==> config.mk <==
export PLATFORM = sky130hd
export DESIGN_NAME = fb_read_arbiter
export DESIGN_NICKNAME = d
export VERILOG_FILES = /design/src/rtl/fb_arb_pkg.sv /design/src/rtl/fb_burst_addr_gen.sv /design/src/rtl/fb_read_arbiter.sv
export SDC_FILE = /design/constraint.sdc
export NUM_CORES = 1
export LEC_CHECK = 0
export ABC_AREA = 1
export CORE_MARGIN = 1.5
export CORE_UTILIZATION = 42
export CTS_CLUSTER_DIAMETER = 60
export DETAILED_ROUTE_END_ITERATION = 8
export MAX_ROUTING_LAYER = met4
export PLACE_DENSITY = 0.76
export SYNTH_ARGS = -nofsm -noshare
export SYNTH_HDL_FRONTEND = slang
export SYNTH_SLANG_ARGS = --single-unit
==> constraint.sdc <==
create_clock -name clk -period 1.7 [get_ports clk]
set_input_delay 0.51 -clock clk [delete_from_list [all_inputs] [get_ports clk]]
set_output_delay 0.51 -clock clk [all_outputs]
set_load 0.01 [all_outputs]
==> src/rtl/fb_arb_pkg.sv <==
// fb_arb_pkg: shared types and default sizes for the frame buffer read arbiter.
//   arb_state_e : burst FSM states (IDLE, RUN, DRAIN)
//   owner_e     : tag recording which requester owns an in-flight read
package fb_arb_pkg;

  localparam int unsigned FB_DEPTH_DEF = 76800;  // 320 x 240 pixels
  localparam int unsigned ADDR_W_DEF   = 17;

  typedef enum logic [1:0] {
    IDLE,
    RUN,
    DRAIN
  } arb_state_e;

  typedef enum logic [1:0] {
    OWN_NONE,
    OWN_DISP,
    OWN_MAT
  } owner_e;

endpackage

==> src/rtl/fb_burst_addr_gen.sv <==
// fb_burst_addr_gen: burst address sequencer for the matcher requester.
//   load_i       : latch base_i/len_i and restart the sequence
//   adv_i        : the current address was issued; step to the next one
//   addr_o       : address to issue, wraps from FB_DEPTH-1 back to 0
//   last_o       : addr_o is the final address of the burst
module fb_burst_addr_gen #(
  parameter int unsigned ADDR_W   = 17,
  parameter int unsigned LEN_W    = 9,
  parameter int unsigned FB_DEPTH = 76800
) (
  input  logic              clk,
  input  logic              reset,
  input  logic              load_i,
  input  logic [ADDR_W-1:0] base_i,
  input  logic [LEN_W-1:0]  len_i,
  input  logic              adv_i,
  output logic [ADDR_W-1:0] addr_o,
  output logic              last_o
);

  logic [ADDR_W-1:0] addr_q, addr_d;
  logic [LEN_W-1:0]  remain_q, remain_d;

  // Address is stepped incrementally with an explicit wrap compare, so the
  // depth does not have to be a power of two.
  always_comb begin
    addr_d   = addr_q;
    remain_d = remain_q;
    if (load_i) begin
      addr_d   = base_i;
      remain_d = len_i;
    end else if (adv_i) begin
      addr_d   = (addr_q == ADDR_W'(FB_DEPTH - 1)) ? '0 : addr_q + ADDR_W'(1);
      remain_d = remain_q - LEN_W'(1);
    end
  end

  always_ff @(posedge clk) begin
    if (reset) begin
      addr_q   <= '0;
      remain_q <= '0;
    end else begin
      addr_q   <= addr_d;
      remain_q <= remain_d;
    end
  end

  assign addr_o = addr_q;
  assign last_o = (remain_q == LEN_W'(1));

endmodule

==> src/rtl/fb_read_arbiter.sv <==
// fb_read_arbiter: shares one synchronous frame buffer read port between the
// display fetch (strict priority, single words) and the stereo matcher
// (background bursts). Read data returns two cycles after issue on the
// owner's port.
//   disp_*  : display requester (req/addr in, ack/rdata/rvalid out)
//   mat_*   : matcher burst (start/base/len in, busy/rdata/rvalid/done out)
//   fb_*    : frame buffer read port (oe/rAddr out, rData in, 1-cycle latency)
// Optional build macro FB_ARB_FAIR_SHARE_EN: after MAX_STALL consecutive
// display grants during a burst, one slot is forced to the burst.
module fb_read_arbiter
  import fb_arb_pkg::*;
#(
  parameter int unsigned ADDR_W   = ADDR_W_DEF,
  parameter int unsigned DATA_W   = 8,
  parameter int unsigned FB_DEPTH = FB_DEPTH_DEF,
  parameter int unsigned LEN_W    = 9
`ifdef FB_ARB_FAIR_SHARE_EN
  ,
  parameter int unsigned MAX_STALL = 4
`endif
) (
  input  logic              clk,
  input  logic              reset,
  input  logic              disp_req,
  input  logic [ADDR_W-1:0] disp_addr,
  output logic              disp_ack,
  output logic [DATA_W-1:0] disp_rdata,
  output logic              disp_rvalid,
  input  logic              mat_start,
  input  logic [ADDR_W-1:0] mat_base,
  input  logic [LEN_W-1:0]  mat_len,
  output logic              mat_busy,
  output logic [DATA_W-1:0] mat_rdata,
  output logic              mat_rvalid,
  output logic              mat_done,
  output logic              fb_oe,
  output logic [ADDR_W-1:0] fb_rAddr,
  input  logic [DATA_W-1:0] fb_rData
);

  arb_state_e        state_q, state_d;
  owner_e            tag_q, tag_d;
  logic              last_q;
  logic              disp_go, burst_go, force_burst, load;
  logic [ADDR_W-1:0] burst_addr;
  logic              burst_last;

  logic [DATA_W-1:0] disp_rdata_q, mat_rdata_q;
  logic              disp_rvalid_q, mat_rvalid_q, mat_done_q;

`ifdef FB_ARB_FAIR_SHARE_EN
  localparam int unsigned STALL_W = $clog2(MAX_STALL + 1);
  logic [STALL_W-1:0] stall_q, stall_d;

  assign force_burst = (state_q == RUN) && (stall_q == STALL_W'(MAX_STALL));

  always_comb begin
    stall_d = '0;
    if (state_q == RUN) begin
      if (burst_go)     stall_d = '0;
      else if (disp_go) stall_d = stall_q + STALL_W'(1);
      else              stall_d = stall_q;
    end
  end

  always_ff @(posedge clk) begin
    if (reset) stall_q <= '0;
    else       stall_q <= stall_d;
  end
`else
  assign force_burst = 1'b0;
`endif

  fb_burst_addr_gen #(
    .ADDR_W  (ADDR_W),
    .LEN_W   (LEN_W),
    .FB_DEPTH(FB_DEPTH)
  ) u_addr_gen (
    .clk   (clk),
    .reset (reset),
    .load_i(load),
    .base_i(mat_base),
    .len_i (mat_len),
    .adv_i (burst_go),
    .addr_o(burst_addr),
    .last_o(burst_last)
  );

  always_comb begin
    disp_go  = disp_req && !force_burst;
    burst_go = (state_q == RUN) && !disp_go;
    load     = 1'b0;
    state_d  = state_q;
    tag_d    = OWN_NONE;
    fb_oe    = disp_go || burst_go;
    fb_rAddr = '0;
    if (disp_go) begin
      fb_rAddr = disp_addr;
      tag_d    = OWN_DISP;
    end else if (burst_go) begin
      fb_rAddr = burst_addr;
      tag_d    = OWN_MAT;
    end
    unique case (state_q)
      IDLE: if (mat_start && (mat_len != '0)) begin
        load    = 1'b1;
        state_d = RUN;
      end
      RUN:   if (burst_go && burst_last) state_d = DRAIN;
      // mat_done_q marks the cycle the final burst word is on mat_rdata.
      DRAIN: if (mat_done_q) state_d = IDLE;
      default: state_d = IDLE;
    endcase
  end

  always_ff @(posedge clk) begin
    if (reset) begin
      state_q       <= IDLE;
      tag_q         <= OWN_NONE;
      last_q        <= 1'b0;
      disp_rdata_q  <= '0;
      disp_rvalid_q <= 1'b0;
      mat_rdata_q   <= '0;
      mat_rvalid_q  <= 1'b0;
      mat_done_q    <= 1'b0;
    end else begin
      state_q       <= state_d;
      tag_q         <= tag_d;
      last_q        <= burst_go && burst_last;
      disp_rvalid_q <= (tag_q == OWN_DISP);
      mat_rvalid_q  <= (tag_q == OWN_MAT);
      mat_done_q    <= (tag_q == OWN_MAT) && last_q;
      if (tag_q == OWN_DISP) disp_rdata_q <= fb_rData;
      if (tag_q == OWN_MAT)  mat_rdata_q  <= fb_rData;
    end
  end

  assign disp_ack    = disp_go;
  assign disp_rdata  = disp_rdata_q;
  assign disp_rvalid = disp_rvalid_q;
  assign mat_rdata   = mat_rdata_q;
  assign mat_rvalid  = mat_rvalid_q;
  assign mat_done    = mat_done_q;
  assign mat_busy    = (state_q != IDLE);

endmodule

==> flow_summary.ini <==
[detailed_routing]
drt-met1-wl_mm = 4.08
drc_errors = 0
vias = 3435
drtAntennaViolNets = 0
totalWireLength_mm = 9.50
wire_per_inst_um = 13.5
vias_per_cell = 4.89
met2_length_mm = 4.72
drt_iter0_drc = 207
highest_layer = met4
firstDrtPassIters = 4
route.met3.wl_um = 490

[min_path]
min_from = last_q
hp-class = reg2reg
hold_depth = 2
min_to = mat_done

[setup_path]
rr_worst_depth = 10
cp_max_fo = 10
slowest_stage = dfxtp_2
ff2ff_setup_slack_ns = 0.05
path_cells = inv_2 -> nor2_4 -> nand2_4 -> buf_12 -> o21ai_1 -> buf_2
end_kind = output port
r2r-start = state_q[0]
timing.rr.end = state_q[0]
crit_type = reg2out
cpPeakStageDelay_ns = 0.33
cp-start-kind = flip-flop
arrival_ns = 1.29
cp.required_ns = 1.19

[synth]
synth-edff-count = 0
yosysSeqAreaShare_pct = 33.6
netlist_instances = 468
synth.cell_area_mm2 = 0.00298
post-synth-top-count-cell = nand2_1
synth.distinct_cells = 33
ys.flop_type = dfxtp_1
yosysWarnings = 0
syn_area_per_cell_um2 = 6.37
ys_top_cells_by_area = dfxtp_1, nand2_1, nor2_1, o21ai_0, nand3_1
synth_top_area_share_pct = 33.6
synth-async-reset-ratio_pct = 0
syn_nets = 526
synth_area_leader_cell = dfxtp_1
ys_seq_elements = 50
synth_top_cells_by_count = nand2_1, nor2_1, dfxtp_1

[timing]
maxSlewViolCount = 0
hold_ws_ns = 0.448
worst_slack_ns = -0.102
hold_viol = 0
setup_viol = 17
fin_crit_sh_pct = 106
fmax_mhz = 555
worst_pin_slew_ns = 0.266
rsz0062_at_grt = yes
fin_crit_ns = 1.80
slew_headroom_pct = 82.3
tns_ns = -1.28
fin_skew_ns = 0.00912

[floorplanning]
die_w_um = 87.2
start_util_pct = 43.6
dieArea_mm2 = 0.00761
dieHeight_um = 87.2
io_pins = 94
placementRows = 30
core_area_mm2 = 0.00683

[finish]
n_antenna_cell = 0
drive_gt1_share_pct = 21.9
fin_util_pct = 66.5
layout.nets = 663
area_delta_synth_final_pct = 52.5

[global_routing]
grt_antenna_before_repair = 0
grt_first_pass_wirelength_mm = 14.9
grt_max_degree = 21
grt_overflow = 0
grt_util_all_layers_pct = 25.7
first_global_vias = 3261

[clock_network]
cts-hold-fix-buffers = 0
tritoncts = yes
ctsHtreeMaxLevel = 2
cts_buffers = 5
cts_root_buf = clkbuf_8
cts_sinks = 50
clkLatencyLatePin_ns = 0.31
clkTransAtPathRegs_ns = 0.09
cts_buffer_depth = 2

[pwr]
p_per_area_mw_per_mm2 = 673
finalPower_mw = 3.06
leakagePower_nw = 2.36
ir_drop_mv = 0.449

[placement]
place.gp.congestion = 0.922
port_buffers = 93
place_ws_ns = -0.842
hpwl_mm = 6.83

[status]
violations = negative setup slack
outcome = complete, but fails checks

[job]
cap_viol_max_count = 0
[cells in the final DEF (no fill, tap or decap), drive strengths merged, types with 5 or more instances in the layout]
master         synthesis  routed
clkinv                 2       5
nand2                116     116
dlygate4sd2            0      18
o21ai                 48      48
inv                   50      49
xor2                   9       9
clkbuf                 4       7
clkdlybuf4s50          0      39
buf                   14      74
nor2                 103     103
dfxtp                 50      50
a21oi                  9       9
a22o                   5       5
dlymetal6s2s           0      16
nand3                 39      39
[what timing repair did]
| action | CTS | global route |
|---|---|---|
| cloned | 2 | 1 |
| gates resized for setup | 112 | 33 |
| buffers inserted | 7 | 4 |
| pin swaps | 7 | 10 |
| endpoints found under the setup margin | 45 | 55 |
[sequential cells by signal, summed over array words and instances (netlist names)]
signal,count
last_q,1
state_q,2
disp_rdata,8
mat_done,1
u_addr_gen.addr_o,17
tag_q,2
mat_rvalid,1
disp_rvalid,1
mat_rdata,8
u_addr_gen.remain_q,9
[through the flow]
| stage | cell area [µm²] | std cells |
|---|---|---|
| final | 4550 | 702 |
| after floorplan | 2990 | 468 |
| after detailed placement | 4300 | 683 |
| after global routing | 4550 | 702 |
| after CTS | 4430 | 700 |
| after global placement | 4300 | 683 |
[worst max path at each step]
stage	from	to	depth (start not counted)	slack (ns)
after floorplan	disp_req	fb_rAddr[1]	6	0.02
after global placement	disp_req	fb_rAddr[6]	6	-0.80
after detailed placement	disp_req	fb_rAddr[15]	6	-0.84
after CTS	state_q[0]	fb_rAddr[8]	6	-0.13
after global routing	state_q[0]	fb_rAddr[8]	6	-0.19
final	state_q[0]	fb_rAddr[11]	6	-0.10
[layout make-up]
type / instances / area, µm²
clock inverter: 2 / 17.5
fill: 633 / 2290
tap: 96 / 120
timing repair buffer: 148 / 1370
clock buffer: 6 / 82.6
inverter: 52 / 208
multi-input combinational: 348 / 1750
sequential: 50 / 1000
[metal layers]
metal | up-vias | global-route usage (%)
met4 | 0 | 9.24
met3 | 18 | 3.70
met1 | 1560 | 30.0
li1 | 1749 | -
met2 | 108 | 44.7
met5 | - | -
[power breakdown]
group	switching, mW	internal, mW	leakage [nW]	total (mW)
registers	0.0527	1.26	0.411	1.31
clock network	0.427	0.336	0.0514	0.763
logic	0.506	0.478	1.90	0.984
total	0.986	2.07	2.36	3.06
[worst max-delay path, delay by kind of cell, from the launching register on]
kind                   cells  cell delay [ns]
DFF                        1             0.33
buffers and inverters      3             0.33
and+or+nand+nor            2             0.22
AOI/OAI and AO/OA          1             0.10
[cell families (layout without fill, tap and decap cells)]
| group | Yosys count | in the layout | synth area share (%) |
|---|---|---|---|
| adder cells (fa/ha/maj) | 3 | 3 | 1.26 |
| AND/OR/NAND/NOR | 269 | 269 | 40.3 |
| buffers and inverters | 70 | 208 | 9.91 |
| XOR/XNOR | 10 | 10 | 2.94 |
| flip-flops | 50 | 50 | 33.6 |
| AO/OA/AOI/OAI | 66 | 66 | 12.0 |
(Power assumes the default switching activity.)
